$ cat src/rtl/hdmi_timing_detector.sv
`default_nettype none
// ============================================================================
// Module   : hdmi_timing_detector
// Brief    : Measures the HDMI raster timing of each frame and locks once
//            several consecutive frames agree. Also tracks pixel coordinates.
// Revision : 1.0 - initial release
// ============================================================================
module hdmi_timing_detector #(
    parameter int CW            = 12,
    parameter int STABLE_FRAMES = 4
) (
    input  logic          clk,
    input  logic          reset,
    input  logic          valid,
    input  logic          hsync,
    input  logic          vsync,
    input  logic          data_valid,
    output logic [CW-1:0] h_total,
    output logic [CW-1:0] h_active,
    output logic [CW-1:0] v_total,
    output logic [CW-1:0] v_active,
    output logic          locked,
    output logic          frame_strobe,
    output logic [CW-1:0] x,
    output logic [CW-1:0] y
);

    localparam logic [CW-1:0] c_cnt_max = '1;
    localparam logic [3:0]    c_stable  = 4'(STABLE_FRAMES);

    typedef enum logic [1:0] {
        S_SEARCH = 2'd0,
        S_VERIFY = 2'd1,
        S_LOCKED = 2'd2
    } state_t;

    state_t        r_state;
    state_t        w_state_nx;

    logic          r_hsync_q;
    logic          r_vsync_q;
    logic          r_seen_h;
    logic          r_seen_v;
    logic [CW-1:0] r_pix_cnt;
    logic [CW-1:0] r_act_cnt;
    logic [CW-1:0] r_line_cnt;
    logic [CW-1:0] r_act_max;
    logic [CW-1:0] r_act_lines;
    logic [CW-1:0] r_h_ref;
    logic          r_incons;

    logic [CW-1:0] r_cand_h;
    logic [CW-1:0] r_cand_ha;
    logic [CW-1:0] r_cand_v;
    logic [CW-1:0] r_cand_va;
    logic [3:0]    r_match_cnt;

    logic [CW-1:0] r_h_total;
    logic [CW-1:0] r_h_active;
    logic [CW-1:0] r_v_total;
    logic [CW-1:0] r_v_active;
    logic          r_frame_strobe;

    logic          w_hfall;
    logic          w_vfall;
    logic          w_resync;
    logic          w_rec;
    logic          w_first_line;
    logic          w_pix_sat;
    logic [CW-1:0] w_period;
    logic [CW-1:0] w_h_ref_nx;
    logic          w_incons_nx;
    logic [CW-1:0] w_act_max_nx;
    logic [CW-1:0] w_act_lines_nx;
    logic [CW-1:0] w_line_cnt_nx;
    logic          w_eval;
    logic          w_meas_eq;
    logic [3:0]    w_match_plus1;
    logic          w_cand_load;
    logic          w_match_inc;
    logic          w_match_clr;
    logic          w_publish;

    assign w_hfall  = r_hsync_q & ~hsync;
    assign w_vfall  = r_vsync_q & ~vsync;
    // A missing vsync eventually saturates the line count and forces a resync.
    assign w_resync = ~valid | (r_line_cnt == c_cnt_max);

    // Line bookkeeping for the line that closes on this cycle's hfall.
    assign w_rec          = w_hfall & r_seen_h;
    assign w_first_line   = (r_line_cnt == '0);
    assign w_pix_sat      = (r_pix_cnt == c_cnt_max);
    assign w_period       = r_pix_cnt + 1'b1;
    assign w_h_ref_nx     = (w_rec && w_first_line) ? w_period : r_h_ref;
    assign w_incons_nx    = r_incons | (w_rec & (w_pix_sat | (~w_first_line & (w_period != r_h_ref))));
    assign w_act_max_nx   = (w_rec && (r_act_cnt > r_act_max)) ? r_act_cnt : r_act_max;
    assign w_act_lines_nx = (w_rec && (r_act_cnt != '0) && (r_act_lines != c_cnt_max))
                            ? r_act_lines + 1'b1 : r_act_lines;
    assign w_line_cnt_nx  = (w_rec && (r_line_cnt != c_cnt_max)) ? r_line_cnt + 1'b1 : r_line_cnt;

    assign w_eval        = w_vfall & r_seen_v & ~w_resync;
    assign w_meas_eq     = (w_h_ref_nx == r_cand_h) && (w_act_max_nx == r_cand_ha) &&
                           (w_line_cnt_nx == r_cand_v) && (w_act_lines_nx == r_cand_va);
    assign w_match_plus1 = r_match_cnt + 4'd1;

    always_ff @(posedge clk or negedge reset) begin
        if (!reset) begin
            r_hsync_q   <= 1'b1;
            r_vsync_q   <= 1'b1;
            r_seen_h    <= 1'b0;
            r_seen_v    <= 1'b0;
            r_pix_cnt   <= '0;
            r_act_cnt   <= '0;
            r_line_cnt  <= '0;
            r_act_max   <= '0;
            r_act_lines <= '0;
            r_h_ref     <= '0;
            r_incons    <= 1'b0;
        end else begin
            r_hsync_q <= hsync;
            r_vsync_q <= vsync;
            if (w_resync) begin
                r_seen_h    <= 1'b0;
                r_seen_v    <= 1'b0;
                r_pix_cnt   <= '0;
                r_act_cnt   <= '0;
                r_line_cnt  <= '0;
                r_act_max   <= '0;
                r_act_lines <= '0;
                r_h_ref     <= '0;
                r_incons    <= 1'b0;
            end else begin
                if (w_hfall) begin
                    r_pix_cnt <= '0;
                    r_act_cnt <= '0;
                    r_seen_h  <= 1'b1;
                end else begin
                    if (!w_pix_sat) r_pix_cnt <= r_pix_cnt + 1'b1;
                    if (data_valid && (r_act_cnt != c_cnt_max)) r_act_cnt <= r_act_cnt + 1'b1;
                end
                // Frame close wins; the closing line was already folded into the measurement.
                if (w_vfall) begin
                    r_seen_v    <= 1'b1;
                    r_line_cnt  <= '0;
                    r_act_max   <= '0;
                    r_act_lines <= '0;
                    r_h_ref     <= '0;
                    r_incons    <= 1'b0;
                end else begin
                    r_line_cnt  <= w_line_cnt_nx;
                    r_act_max   <= w_act_max_nx;
                    r_act_lines <= w_act_lines_nx;
                    r_h_ref     <= w_h_ref_nx;
                    r_incons    <= w_incons_nx;
                end
            end
        end
    end

    always_ff @(posedge clk or negedge reset) begin
        if (!reset) r_state <= S_SEARCH;
        else        r_state <= w_state_nx;
    end

    always_comb begin
        w_state_nx  = r_state;
        w_cand_load = 1'b0;
        w_match_inc = 1'b0;
        w_match_clr = 1'b0;
        w_publish   = 1'b0;
        if (w_resync) begin
            w_state_nx  = S_SEARCH;
            w_match_clr = 1'b1;
        end else if (w_eval) begin
            case (r_state)
                S_SEARCH: begin
                    if (!w_incons_nx) begin
                        w_cand_load = 1'b1;
                        if (c_stable == 4'd1) begin
                            w_publish  = 1'b1;
                            w_state_nx = S_LOCKED;
                        end else begin
                            w_state_nx = S_VERIFY;
                        end
                    end
                end
                S_VERIFY: begin
                    if (w_incons_nx) begin
                        w_state_nx = S_SEARCH;
                    end else if (w_meas_eq) begin
                        w_match_inc = 1'b1;
                        if (w_match_plus1 >= c_stable) begin
                            w_publish  = 1'b1;
                            w_state_nx = S_LOCKED;
                        end
                    end else begin
                        w_cand_load = 1'b1;
                    end
                end
                S_LOCKED: begin
                    if (w_incons_nx || !w_meas_eq) w_state_nx = S_SEARCH;
                end
                default: w_state_nx = S_SEARCH;
            endcase
        end
    end

    // Published values equal the candidate whenever a publish occurs.
    always_ff @(posedge clk or negedge reset) begin
        if (!reset) begin
            r_cand_h       <= '0;
            r_cand_ha      <= '0;
            r_cand_v       <= '0;
            r_cand_va      <= '0;
            r_match_cnt    <= '0;
            r_h_total      <= '0;
            r_h_active     <= '0;
            r_v_total      <= '0;
            r_v_active     <= '0;
            r_frame_strobe <= 1'b0;
        end else begin
            r_frame_strobe <= w_eval;
            if (w_match_clr) begin
                r_match_cnt <= '0;
            end else if (w_cand_load) begin
                r_match_cnt <= 4'd1;
                r_cand_h    <= w_h_ref_nx;
                r_cand_ha   <= w_act_max_nx;
                r_cand_v    <= w_line_cnt_nx;
                r_cand_va   <= w_act_lines_nx;
            end else if (w_match_inc) begin
                r_match_cnt <= w_match_plus1;
            end
            if (w_publish) begin
                r_h_total  <= w_h_ref_nx;
                r_h_active <= w_act_max_nx;
                r_v_total  <= w_line_cnt_nx;
                r_v_active <= w_act_lines_nx;
            end
        end
    end

    assign h_total      = r_h_total;
    assign h_active     = r_h_active;
    assign v_total      = r_v_total;
    assign v_active     = r_v_active;
    assign locked       = (r_state == S_LOCKED);
    assign frame_strobe = r_frame_strobe;
    assign x            = r_act_cnt;
    assign y            = r_act_lines;

endmodule
`default_nettype wire

$ cat config.mk
export PLATFORM = sky130hd
export DESIGN_NAME = hdmi_timing_detector
export DESIGN_NICKNAME = d
export VERILOG_FILES = /design/src/rtl/hdmi_timing_detector.sv
export SDC_FILE = /design/constraint.sdc
export NUM_CORES = 1
export LEC_CHECK = 0
export CAP_MARGIN = 40
export CORE_MARGIN = 2
export CORE_UTILIZATION = 53
export DETAILED_ROUTE_END_ITERATION = 7
export GPL_TIMING_DRIVEN = 0
export PLACE_DENSITY = 0.82
export SETUP_SLACK_MARGIN = 0.4
export SLEW_MARGIN = 20
export SYNTH_ARGS = -nofsm -noshare
export SYNTH_HDL_FRONTEND = slang
export SYNTH_SLANG_ARGS = --single-unit
$ cat constraint.sdc
create_clock -name clk -period 4.1 [get_ports clk]
set_input_delay 1.025 -clock clk [delete_from_list [all_inputs] [get_ports clk]]
set_output_delay 1.025 -clock clk [all_outputs]
set_load 0.01 [all_outputs]
; ---- Word-level counts from Yosys, hierarchy flattened
; Index checks and enable logic that the tools add are counted.
[classes]
n_addsub = 5
n_lt_le_gt_ge = 2
eq_ne = 17
muxes = 53
bitwise_logic = 16
reduce_logical = 21
[ops]
columns = cell, count
row1 = two-way mux 12 bit, 18
row2 = adder 12 x 1 -> 12 bit (second input constant), 4
row3 = equality test 12 bit, 4
row4 = inequality test 12 bit (second input constant), 3
row5 = equality test 12 bit (second input constant), 2
row6 = two-way mux 1 bit, 23
row7 = two-way mux 2 bit, 7
row8 = > comparator 12 bit, 1
row9 = logical NOT 12 bit, 1
row10 = two-way mux 4 bit, 3
row11 = inequality test 12 bit, 1
row12 = nonzero test 12 bit, 1
row13 = logical AND 1 bit, 9
row14 = inequality test 4 bit (second input constant), 2
row15 = AND 1 bit, 7
row16 = inequality test 3 bit (second input constant), 2
row17 = NOT 1 bit, 6
row18 = case mux 2 bit (3 select lines), 1
row19 = nonzero test 2 bit, 3
row20 = nonzero test 3 bit, 2
row21 = AND reduction 5 bit, 1
row22 = adder 4 x 1 -> 4 bit (second input constant), 1
row23 = >= comparator 4 x 3 -> 1 bit (second input constant), 1
row24 = inequality test 3 x 1 -> 1 bit (second input constant), 1
row25 = other kinds (8), 10
[word_totals]
ff_bits = 180
inputBits = 6
out_inout_bits = 74
wordCells = 136

; ---- Logic depth before layout (Yosys ltp)
; Gate-level depths: netlist of run 1.
[depth]
depth_word = 17
depth_mapped = 16

; ---- Worst setup path before layout of run 1
; OpenSTA, ideal clock, no wires.
[synth_path]
kind = input to register
from = input port hsync
to = register r_h_active[10], in the netlist h_active[10]
setup_ns = 0.125
arrival_time_ns = 4.048
required_ns = 3.975
path_slack_ns = -0.073
path_stages = 12
path_buffers = 3
path_cell_list = nand3b_1 clkbuf_1 nor4_1 a31o_2 o2111ai_1 nor4_1 nand4_1 nor4_4 nand3_2 buf_6 buf_6 mux2_4
[synth_via]
elab_chain_len = 14
elab_cells_between_ends = 26
cone_classes = eq/ne (4) / mux (9) / bitwise (5) / reduce/logical (8)
[synth_rtl]
columns = item, line_no
row1 = "start, declared", 15  ; input logic hsync,
row2 = NOT 1 bit *, 84  ; assign w_hfall = r_hsync_q & ~hsync;
row3 = AND 1 bit *, 84
row4 = AND 1 bit *, 90  ; assign w_rec = w_hfall & r_seen_h;
row5 = logical AND 1 bit (on tied branches), "94, 96"
row6 = two-way mux 12 bit (on tied branches), "94, 96"
row7 = equality test 12 bit, 102  ; assign w_meas_eq = (w_h_ref_nx == r_cand_h) && (w_act_max_nx == r_cand_ha) &&
row8 = logical AND 1 bit (2 in series), 102
row9 = logical AND 1 bit, 103  ; (w_line_cnt_nx == r_cand_v) && (w_act_lines_nx == r_cand_va);
row10 = two-way mux 1 bit, 190  ; end else if (w_meas_eq) begin
row11 = two-way mux 1 bit, 188  ; if (w_incons_nx) begin
row12 = two-way mux 1 bit, 175  ; case (r_state)
row13 = two-way mux 1 bit, 174  ; end else if (w_eval) begin
row14 = two-way mux 1 bit, 171  ; if (w_resync) begin
row15 = "end signal, assigned", 236  ; r_h_active <= w_act_max_nx;
row16 = "end, declared", 59  ; logic [CW-1:0] r_h_active;
; Mark *: on every way between the ends. The rest lies on a longest branch, timed or not.
; A chain may end at the register's enable or synchronous reset.

; ---- Worst setup path in the final report of run 1
[layout_path]
from = register r_pix_cnt[1]
to = register r_v_total[11], in the netlist v_total[11]
[layout_via]
elab_chain_len = 11
elab_cells_between_ends = 17
cone_classes = add/sub (1) / eq/ne (3) / mux (6) / bitwise (4) / reduce/logical (3)
[layout_rtl]
columns = item, line_no
row1 = "start, declared", 44  ; logic [CW-1:0] r_pix_cnt;
row2 = "start signal, assigned", 138  ; if (!w_pix_sat) r_pix_cnt <= r_pix_cnt + 1'b1;
row3 = adder 12 x 1 -> 12 bit, 93  ; assign w_period = r_pix_cnt + 1'b1;
row4 = two-way mux 12 bit, 94  ; assign w_h_ref_nx = (w_rec && w_first_line) ? w_period : r_h_ref;
row5 = equality test 12 bit, 102
row6 = logical AND 1 bit (2 in series), 102
row7 = logical AND 1 bit, 103
row8 = two-way mux 1 bit, 190
row9 = two-way mux 1 bit *, 188
row10 = two-way mux 1 bit *, 175
row11 = two-way mux 1 bit *, 174
row12 = two-way mux 1 bit *, 171
row13 = "end signal, assigned", 237  ; r_v_total <= w_line_cnt_nx;
row14 = "end, declared", 60  ; logic [CW-1:0] r_v_total;
; Marks and branches as above.

==> impl_results.html, run 1 <==
<table>
<tr><th>Metric</th><th>Value</th></tr>
<tr><th colspan="2">Outcome</th></tr>
<tr><td>Result of the run</td><td>finished with violations</td></tr>
<tr><td>Failing checks</td><td>setup timing</td></tr>
<tr><th colspan="2">Synth</th></tr>
<tr><td>Post-Syn Nets</td><td>roughly 980</td></tr>
<tr><td>Sequential fraction of the synthesis area</td><td>about 45%</td></tr>
<tr><td>Proportion of register bits with asynchronous set or reset after synthesis</td><td>100%</td></tr>
<tr><td>Yosys warnings</td><td>0</td></tr>
<tr><td>Synthesis-stage register bit count</td><td>180</td></tr>
<tr><td>Distinct cell type count after synthesis</td><td>73</td></tr>
<tr><td>Main synth FF type</td><td>sky130_fd_sc_hd__dfrtp_1</td></tr>
<tr><td>Number of flops mapped to enable cells by yosys</td><td>0</td></tr>
<tr><td>Post-synth design cell area</td><td>0.0100 mm2</td></tr>
<tr><td>Average instance area after synthesis</td><td>10.5 um2</td></tr>
<tr><td>Number of standard cells after synthesis</td><td>957</td></tr>
<tr><th colspan="2">Clocking</th></tr>
<tr><td>Number of buffers created by CTS</td><td>17</td></tr>
<tr><td>Clock Root Buffer</td><td>sky130_fd_sc_hd__clkbuf_16</td></tr>
<tr><td>Total of hold buffers inserted after clock tree synthesis</td><td>0</td></tr>
<tr><td>TritonCTS clock tree</td><td>done</td></tr>
<tr><td>Depth of the CTS H-tree</td><td>4</td></tr>
<tr><td>Clock latency on the worst-skew pair</td><td>440 ps</td></tr>
<tr><td>Clock transition at the registers of the reported paths</td><td>70 ps</td></tr>
<tr><td>Number of clock sinks seen by CTS</td><td>180</td></tr>
<tr><td>Max clock buf depth</td><td>2</td></tr>
<tr><th colspan="2">Die</th></tr>
<tr><td>Core region area</td><td>between 0.015 and 0.02 mm2</td></tr>
<tr><td>Die span in x</td><td>between 100 and 150 um</td></tr>
<tr><td>Height of the die</td><td>between 100 and 150 um</td></tr>
<tr><td>Number of placement rows</td><td>50</td></tr>
<tr><td>Die Area</td><td>0.0201 mm2</td></tr>
<tr><td>Initial standard-cell utilization of the core</td><td>a little over half</td></tr>
<tr><td>I/O pin count</td><td>80</td></tr>
<tr><th colspan="2">STA</th></tr>
<tr><td>Final setup vio count</td><td>22</td></tr>
<tr><td>Least setup slack across all paths after layout</td><td>-19.6 ps</td></tr>
<tr><td>Fmax</td><td>243 MHz</td></tr>
<tr><td>Slew headroom</td><td>53.3%</td></tr>
<tr><td>Transition time of the tightest slew-check pin</td><td>700 ps</td></tr>
<tr><td>Ratio of final minimum period to clock period</td><td>100%</td></tr>
<tr><td>Pins Over Slew Limit</td><td>0</td></tr>
<tr><td>Clock Skew</td><td>9.94 ps</td></tr>
<tr><td>Final sum of negative setup slack</td><td>-180 ps</td></tr>
<tr><td>Hold violation total from the final report</td><td>0</td></tr>
<tr><td>Min Clock Period, post-route</td><td>4120 ps</td></tr>
<tr><td>Unrepaired setup endpoints after global routing</td><td>true</td></tr>
<tr><th colspan="2">Pwr</th></tr>
<tr><td>Power density over cell area</td><td>approximately 280 mW/mm2</td></tr>
<tr><td>Maximum vdd drop</td><td>295 uV</td></tr>
<tr><td>Leak pwr</td><td>around 5.8 nW</td></tr>
<tr><th colspan="2">GRT</th></tr>
<tr><td>Via count of the first global-routing pass</td><td>8,224</td></tr>
<tr><td>First-pass GRT wire length</td><td>45.4 mm</td></tr>
<tr><td>Global router's overall resource usage</td><td>roughly 30%</td></tr>
<tr><td>Maximum number of pins on one net before global-route repair</td><td>70</td></tr>
<tr><td>Aggregate global routing overflow</td><td>0</td></tr>
<tr><td>Number of antenna violations at the first check in global routing</td><td>0</td></tr>
<tr><th colspan="2">Run</th></tr>
<tr><td>Number of max-cap violations</td><td>0</td></tr>
<tr><th colspan="2">Routing</th></tr>
<tr><td>Number of antenna-violating nets in the routed design</td><td>0</td></tr>
<tr><td>DRC viols</td><td>0</td></tr>
<tr><td>Pre-Repair DR Iteration Count</td><td>8</td></tr>
<tr><td>DRC violation total after the first TritonRoute iteration</td><td>a little under 900</td></tr>
<tr><td>Vias per std cell</td><td>6.19</td></tr>
<tr><td>Total Routed Length</td><td>29.6 mm</td></tr>
<tr><td>Total number of vias</td><td>around 8,400</td></tr>
<tr><td>Final routed wire length divided by cell count</td><td>21.8 um</td></tr>
<tr><th colspan="2">Worst setup path</th></tr>
<tr><td>Type of the worst setup path</td><td>flop to flop</td></tr>
<tr><td>Buffers &amp; Inverters on Critical Path</td><td>3</td></tr>
<tr><td>Critical-path top delay cell</td><td>sky130_fd_sc_hd__nor3_1</td></tr>
<tr><td>Crit path launch type</td><td>flop</td></tr>
<tr><td>Required time at the worst-slack endpoint</td><td>around 4400 ps</td></tr>
<tr><td>Capturing element type of the critical path</td><td>flop</td></tr>
<tr><td>WP data arrival</td><td>approximately 4400 ps</td></tr>
<tr><td>Largest incremental delay on the critical path</td><td>630 ps</td></tr>
<tr><td>Critical-path cell list</td><td>ha_1 -&gt; nand3_1 -&gt; nor3_1 -&gt; xnor2_1 -&gt; xnor2_1 -&gt; nor3_1 -&gt; o21a_1 -&gt; nand4_1 -&gt; nor4_4 -&gt; buf_6 -&gt; nand3_4 -&gt; buf_12 -&gt; clkbuf_16 -&gt; mux2_4</td></tr>
<tr><td>Largest delay share family, worst path</td><td>simple AND/OR/NAND/NOR gates</td></tr>
<tr><td>Biggest fanout along the worst timing path</td><td>7</td></tr>
<tr><th colspan="2">Layout</th></tr>
<tr><td>Fin area</td><td>0.0130 mm2</td></tr>
<tr><td>Synthesis-to-layout area growth</td><td>29.0%</td></tr>
<tr><td>Share of final-layout standard cells stronger than drive strength 1</td><td>between 20% and 30%</td></tr>
<tr><td>Number of diodes</td><td>0</td></tr>
<tr><td>Total Nets Final</td><td>1,135</td></tr>
<tr><th colspan="2">Place</th></tr>
<tr><td>Final weighted congestion in routability-driven placement</td><td>0.954</td></tr>
<tr><td>Final HPWL from detailed placement</td><td>between 15 and 20 mm</td></tr>
<tr><td>Area after detailed placement</td><td>about 0.011 mm2</td></tr>
<tr><td>IO buf count</td><td>79</td></tr>
<tr><th colspan="2">Worst hold path</th></tr>
<tr><td>Hold/Removal Path Class</td><td>input pin to asynchronous set/reset pin</td></tr>
</table>
[layer usage]
layer  GRT usage [%]  wire length [um]  up-vias
met5               0                 0        -
met4            9.84              1070        0
met3            6.01              2020       98
met2            47.4             14000      423
met1            39.8             12600     4174
li1                -                 -     3705
[metrics by stage]
| step | hold WS, ps | std cells | power [W] | util [%] | setup slack [ps] |
|---|---|---|---|---|---|
| 2_1_floorplan | 466 | 957 | 0.00193 | - | 155 |
| 3_3_place_gp | 481 | 1270 | 0.00201 | 60.3 | -5400 |
| 3_5_place_dp | 492 | 1273 | 0.00202 | 60.7 | -1280 |
| 4_1_cts | 508 | 1336 | 0.00366 | 67.4 | 121 |
| 5_1_grt | 515 | 1357 | 0.00377 | 69.6 | -141 |
| 6_report | 491 | 1357 | 0.00366 | 69.6 | -19.6 |
[cells by family (layout without fill, tap and decap cells)]
kind of cell               count (synthesis)  count (layout)  share of synthesized area, %
and+or+nand+nor                          317             317                          16.7
DFF                                      180             180                          44.8
AOI/OAI and AO/OA                        142             142                          9.56
muxes                                    109             109                          13.6
xor gates and xnor gates                 102             102                          9.04
buffers and inverters                     88             254                          3.93
adders and majority gates                 19              19                          2.37
[area by class of cell]
| type | instances | area [um2] |
|---|---|---|
| Clock inverter | 11 | 116 |
| Inverter | 43 | 161 |
| Tap cell | 234 | 293 |
| Multi-Input combinational cell | 689 | 5530 |
| Sequential cell | 180 | 4520 |
| Timing Repair Buffer | 134 | 1460 |
| Buffer | 45 | 428 |
| Fill cell | 1364 | 5670 |
| Clock buffer | 21 | 460 |
[Yosys cell counts (5+ instances only)]
cell type / count / area share (%)
sky130_fd_sc_hd__a31oi_1: 5 / 0.31
sky130_fd_sc_hd__buf_2: 9 / 0.45
sky130_fd_sc_hd__o221ai_1: 5 / 0.44
sky130_fd_sc_hd__and4_1: 7 / 0.61
sky130_fd_sc_hd__nand4_1: 19 / 1.2
sky130_fd_sc_hd__nand2_1: 61 / 2.3
sky130_fd_sc_hd__dfrtp_1: 178 / 44
sky130_fd_sc_hd__xnor2_1: 64 / 5.6
sky130_fd_sc_hd__nor4_1: 15 / 0.93
sky130_fd_sc_hd__a211oi_1: 6 / 0.45
sky130_fd_sc_hd__mux2i_1: 7 / 0.70
sky130_fd_sc_hd__nand2b_1: 7 / 0.44
sky130_fd_sc_hd__clkbuf_1: 28 / 1.0
sky130_fd_sc_hd__o22ai_1: 8 / 0.50
sky130_fd_sc_hd__mux2_4: 39 / 5.8
sky130_fd_sc_hd__nor3_1: 25 / 1.2
sky130_fd_sc_hd__nor2b_1: 48 / 3.0
sky130_fd_sc_hd__xor2_1: 37 / 3.2
sky130_fd_sc_hd__o21ai_0: 39 / 1.9
sky130_fd_sc_hd__mux2_2: 63 / 7.1
sky130_fd_sc_hd__and3_1: 11 / 0.68
sky130_fd_sc_hd__inv_1: 43 / 1.6
sky130_fd_sc_hd__nand3_1: 37 / 1.8
sky130_fd_sc_hd__a21oi_1: 26 / 1.3
sky130_fd_sc_hd__ha_1: 19 / 2.4
sky130_fd_sc_hd__nor2_1: 59 / 2.2
sky130_fd_sc_hd__buf_6: 7 / 0.78
[worst register-to-register path, stage by stage (launching register included)]
cell                        delay [ps]
sky130_fd_sc_hd__dfrtp_1           430
sky130_fd_sc_hd__ha_1              240
sky130_fd_sc_hd__nand3_1           290
sky130_fd_sc_hd__nor3_1            630
sky130_fd_sc_hd__xnor2_1           240
sky130_fd_sc_hd__xnor2_1           200
sky130_fd_sc_hd__nor3_1            440
sky130_fd_sc_hd__o21a_1            180
sky130_fd_sc_hd__nand4_1           140
sky130_fd_sc_hd__nor4_4            310
sky130_fd_sc_hd__buf_6             170
sky130_fd_sc_hd__nand3_4           120
sky130_fd_sc_hd__buf_12            180
sky130_fd_sc_hd__clkbuf_16         160
sky130_fd_sc_hd__mux2_4            290
[power breakdown]
part           switching, W  internal, W
combinational      0.000144    0.0000829
sequential        0.0000124      0.00178
clock              0.000755     0.000886
[repair_timing]
item	4_1_cts	5_1_grt
endpoints found under the setup margin	102	104
pin swaps	22	20
cloned	4	5
buffers inserted	27	16
gates resized for setup	84	50
[cell usage in the layout, fill, tap and decap left out, drive strengths merged, types with 5 or more instances in the layout]
master | netlist | final
xnor2 | 64 | 64
mux2i | 7 | 7
nor2 | 59 | 59
a211oi | 7 | 7
nor2b | 48 | 48
clkbuf | 29 | 53
inv | 43 | 49
ha | 19 | 19
dfrtp | 178 | 178
o21ai | 41 | 41
mux2 | 102 | 102
nand4 | 19 | 19
nand2 | 61 | 61
o221ai | 5 | 5
nor4 | 17 | 17
buf | 16 | 70
nand3 | 38 | 38
nor3 | 25 | 25
nand2b | 7 | 7
o22ai | 8 | 8
xor2 | 37 | 37
and3 | 11 | 11
clkdlybuf4s50 | 0 | 77
and4 | 7 | 7
a21oi | 27 | 27
a31oi | 5 | 5
[worst paths after layout]
check	startpoint	endpoint	slack (ps)	cells after the start
setup / recovery	r_pix_cnt[1]	v_total[11]	-20	14
hold reg to reg	v_total[1]	v_total[1]	510	1
min in group clk	v_total[1]	v_total[1]	510	1
hold / removal	reset	r_pix_cnt[1]	490	1
max in group asynchronous	reset	r_act_max[6]	2910	2
setup reg to reg	r_pix_cnt[1]	v_total[11]	-20	14
Power figures use the tool's default switching activity.
==> run 2, diff against run 1 <==
Settings changed: CORE_UTILIZATION 53 to 35, PLACE_DENSITY 0.82 to 0.59.
==> impl_results.html, run 2 (synthesis gave the netlist of run 1 again) <==
<table>
<tr><th>Metric</th><th>Value</th></tr>
<tr><th colspan="2">Outcome</th></tr>
<tr><td>Result of the run</td><td>complete, no violations</td></tr>
<tr><th colspan="2">Routing</th></tr>
<tr><td>Number of antenna-violating nets in the routed design</td><td>0 (unchanged)</td></tr>
<tr><td>DRC viols</td><td>0 (unchanged)</td></tr>
<tr><td>Total number of vias</td><td>7,870 (-6.3%)</td></tr>
<tr><td>Pre-Repair DR Iteration Count</td><td>5 (-3)</td></tr>
<tr><td>Met2 layer wire length in the routed design</td><td>13.9 mm (-0.36%)</td></tr>
<tr><td>Top routing layer used</td><td>met4</td></tr>
<tr><td>Routed length on met3</td><td>1.09 mm (-46%)</td></tr>
<tr><td>DRC violation total after the first TritonRoute iteration</td><td>478 (-45%)</td></tr>
<tr><td>Final routed wire length divided by cell count</td><td>19.7 um (-9.7%)</td></tr>
<tr><td>Vias per std cell</td><td>5.27 (-15%)</td></tr>
<tr><td>Total Routed Length</td><td>29.4 mm (-0.76%)</td></tr>
<tr><td>Post-Route M1 WL</td><td>13.6 mm (+8.4%)</td></tr>
<tr><th colspan="2">Layout</th></tr>
<tr><td>Number of diodes</td><td>0 (unchanged)</td></tr>
<tr><td>Leading cell type in the layout, fill and taps excluded</td><td>sky130_fd_sc_hd__dfrtp_1</td></tr>
<tr><td>Synthesis-to-layout area growth</td><td>28.1%</td></tr>
<tr><td>Total Nets Final</td><td>1,120 (-1.3%)</td></tr>
<tr><td>Final instance count without filler cells</td><td>1,492 (+9.9%)</td></tr>
<tr><td>Most frequent cells in the layout</td><td>sky130_fd_sc_hd__dfrtp_1, sky130_fd_sc_hd__clkdlybuf4s50_1, sky130_fd_sc_hd__mux2_2</td></tr>
<tr><td>Total of fill cells in the finished design</td><td>2,704 (+98%)</td></tr>
<tr><td>Share of final-layout standard cells stronger than drive strength 1</td><td>24.3% (-2.0 points)</td></tr>
<tr><th colspan="2">Worst setup path</th></tr>
<tr><td>Largest incremental delay on the critical path</td><td>510 ps (-120 ps)</td></tr>
<tr><td>Crit path launch type</td><td>flop</td></tr>
<tr><td>Critical-path top delay cell</td><td>sky130_fd_sc_hd__or4_4</td></tr>
<tr><td>Critical-path cell list</td><td>inv_2 -&gt; ha_1 -&gt; or3b_4 -&gt; or4_4 -&gt; buf_6 -&gt; buf_12 -&gt; o21ai_4 -&gt; nand4_1 -&gt; nor4_2 -&gt; nand4_1 -&gt; nor4_4 -&gt; buf_6 -&gt; a21oi_4 -&gt; buf_8 -&gt; buf_12 -&gt; mux2_4</td></tr>
<tr><td>Type of the worst setup path</td><td>flop to flop</td></tr>
<tr><td>Required time at the worst-slack endpoint</td><td>4410 ps (about the same)</td></tr>
<tr><td>Capturing element type of the critical path</td><td>flop</td></tr>
<tr><td>WP data arrival</td><td>4250 ps (-190 ps)</td></tr>
<tr><td>Biggest fanout along the worst timing path</td><td>10 (+3)</td></tr>
<tr><th colspan="2">GRT</th></tr>
<tr><td>Via count of the first global-routing pass</td><td>8,118 (-1.3%)</td></tr>
<tr><td>First-pass GRT wire length</td><td>46.6 mm (+2.6%)</td></tr>
<tr><td>Maximum number of pins on one net before global-route repair</td><td>72 (+2.9%)</td></tr>
<tr><td>Aggregate global routing overflow</td><td>0 (unchanged)</td></tr>
<tr><td>Global router's overall resource usage</td><td>19.9% (-9.4 points)</td></tr>
<tr><td>Number of antenna violations at the first check in global routing</td><td>0 (unchanged)</td></tr>
<tr><th colspan="2">Clocking</th></tr>
<tr><td>TritonCTS clock tree</td><td>done</td></tr>
<tr><td>Clock Root Buffer</td><td>sky130_fd_sc_hd__clkbuf_16</td></tr>
<tr><td>Max clock buf depth</td><td>2 (unchanged)</td></tr>
<tr><td>Clock transition at the registers of the reported paths</td><td>70 ps (about the same)</td></tr>
<tr><td>Number of clock sinks seen by CTS</td><td>180 (unchanged)</td></tr>
<tr><td>Number of buffers created by CTS</td><td>17 (unchanged)</td></tr>
<tr><td>Depth of the CTS H-tree</td><td>4 (unchanged)</td></tr>
<tr><td>Clock latency on the worst-skew pair</td><td>440 ps (about the same)</td></tr>
<tr><th colspan="2">Die</th></tr>
<tr><td>Die Area</td><td>0.0301 mm2 (+50%)</td></tr>
<tr><td>Core region area</td><td>0.0285 mm2 (+53%)</td></tr>
<tr><td>Die span in x</td><td>173 um (+22%)</td></tr>
<tr><td>Number of placement rows</td><td>62 (+24%)</td></tr>
<tr><td>Initial standard-cell utilization of the core</td><td>35.3% (-19 points)</td></tr>
<tr><td>Height of the die</td><td>173 um (+22%)</td></tr>
<tr><td>I/O pin count</td><td>80 (unchanged)</td></tr>
<tr><th colspan="2">STA</th></tr>
<tr><td>Final setup vio count</td><td>0 (-100%)</td></tr>
<tr><td>Fmax</td><td>254 MHz (+4.5%)</td></tr>
<tr><td>Slew headroom</td><td>51.6% (-1.7 points)</td></tr>
<tr><td>Min Clock Period, post-route</td><td>3940 ps (-179 ps)</td></tr>
<tr><td>Pins Over Slew Limit</td><td>0 (unchanged)</td></tr>
<tr><td>Hold violation total from the final report</td><td>0 (unchanged)</td></tr>
<tr><td>Unrepaired setup endpoints after global routing</td><td>true</td></tr>
<tr><td>Transition time of the tightest slew-check pin</td><td>721 ps (+20.6 ps)</td></tr>
<tr><td>Clock Skew</td><td>12.4 ps (+2.43 ps)</td></tr>
<tr><td>Hold_ws</td><td>477 ps (-13.7 ps)</td></tr>
<tr><td>Ratio of final minimum period to clock period</td><td>96.1% (-4.4 points)</td></tr>
<tr><th colspan="2">Run</th></tr>
<tr><td>Number of max-cap violations</td><td>0 (unchanged)</td></tr>
<tr><th colspan="2">Pwr</th></tr>
<tr><td>Maximum vdd drop</td><td>228 uV (-23%)</td></tr>
<tr><td>Power density over cell area</td><td>292 mW/mm2 (+3.2%)</td></tr>
<tr><td>Leak pwr</td><td>5.64 nW (-2.0%)</td></tr>
<tr><td>Post-layout power</td><td>0.00375 W (+2.4%)</td></tr>
<tr><th colspan="2">Place</th></tr>
<tr><td>DP Cell Count</td><td>1,422 (+12%)</td></tr>
<tr><td>Final HPWL from detailed placement</td><td>21.2 mm (+8.1%)</td></tr>
<tr><td>IO buf count</td><td>79 (unchanged)</td></tr>
<tr><td>Final weighted congestion in routability-driven placement</td><td>0.910 (-4.7%)</td></tr>
<tr><th colspan="2">Worst hold path</th></tr>
<tr><td>Hold/Removal Path Class</td><td>input pin to asynchronous set/reset pin</td></tr>
</table>
[run 2: changes by cell type in the layout (fill, tap and decap cells not counted), sizes merged]
cell      change
bufinv        +2
clkinv        +3
inv           -2
buf          -13
clkbuf        -4
clkinvlp      -1
[run 2: area by class of cell]
class	instances	area, um2	share of cell area (%)
Buffer	45	403	3.13
Clock buffer	19	443	3.44
Clock inverter	13	171	1.33
Inverter	43	161	1.25
Multi-Input combinational cell	689	5450	42.4
Sequential cell	180	4520	35.1
Tap cell	384	480	3.73
Timing Repair Buffer	119	1240	9.65
[run 2: routing by layer]
layer | vias to the layer above | track usage (%)
li1 | 3685 | -
met1 | 3951 | 26.7
met2 | 188 | 32.7
met3 | 46 | 3.66
met4 | 0 | 6.29
met5 | - | 0
[run 2: through the flow]
stage	cell area, um2	util [%]	TNS [ps]	setup WS [ps]
6_report	12900	45.2	0	159
3_3_place_gp	11400	40.2	-1160770	-5810
3_5_place_dp	11500	40.4	-121890	-1370
2_1_floorplan	10200	-	0	155
5_1_grt	12900	45.2	0	28.2
4_1_cts	12800	44.9	0	208
[run 2: critical path: cells and delay by family (launching register included)]
family | cells | cell delay [ps]
adders and majority gates | 1 | 130
buffers and inverters | 6 | 850
muxes | 1 | 290
DFF | 1 | 420
and+or+nand+nor | 6 | 1820
AOI/OAI and AO/OA | 2 | 280
[run 2: path summary, 6_finish.rpt]
kind | startpoint | end | slack (ps) | cells past startpoint
worst max register to register | r_line_cnt[0] | r_cand_h[7] | 160 | 16
worst min register to register | v_active[9] | v_active[9] | 510 | 1
worst min-delay path | reset | h_total[2] | 480 | 1
min in group clk | v_active[9] | v_active[9] | 510 | 1
max in group asynchronous | reset | x[0] | 2540 | 3
worst max-delay path | r_line_cnt[0] | r_cand_h[7] | 160 | 16
[run 2: timing repair]
| item | 4_1_cts | 5_1_grt |
|---|---|---|
| gates resized for setup | 92 | 19 |
| hold buffers | 0 | 0 |
| gates cloned | 5 | 0 |
| pin swaps | 22 | 2 |
| setup buffers | 31 | 2 |
| setup endpoints to repair | 101 | 111 |
[run 2: report_power, final]
part | total [W] | internal [W] | switching [W]
clock | 0.00174 | 0.000986 | 0.000750
combinational | 0.000220 | 0.0000775 | 0.000142
sequential | 0.00180 | 0.00178 | 0.0000119
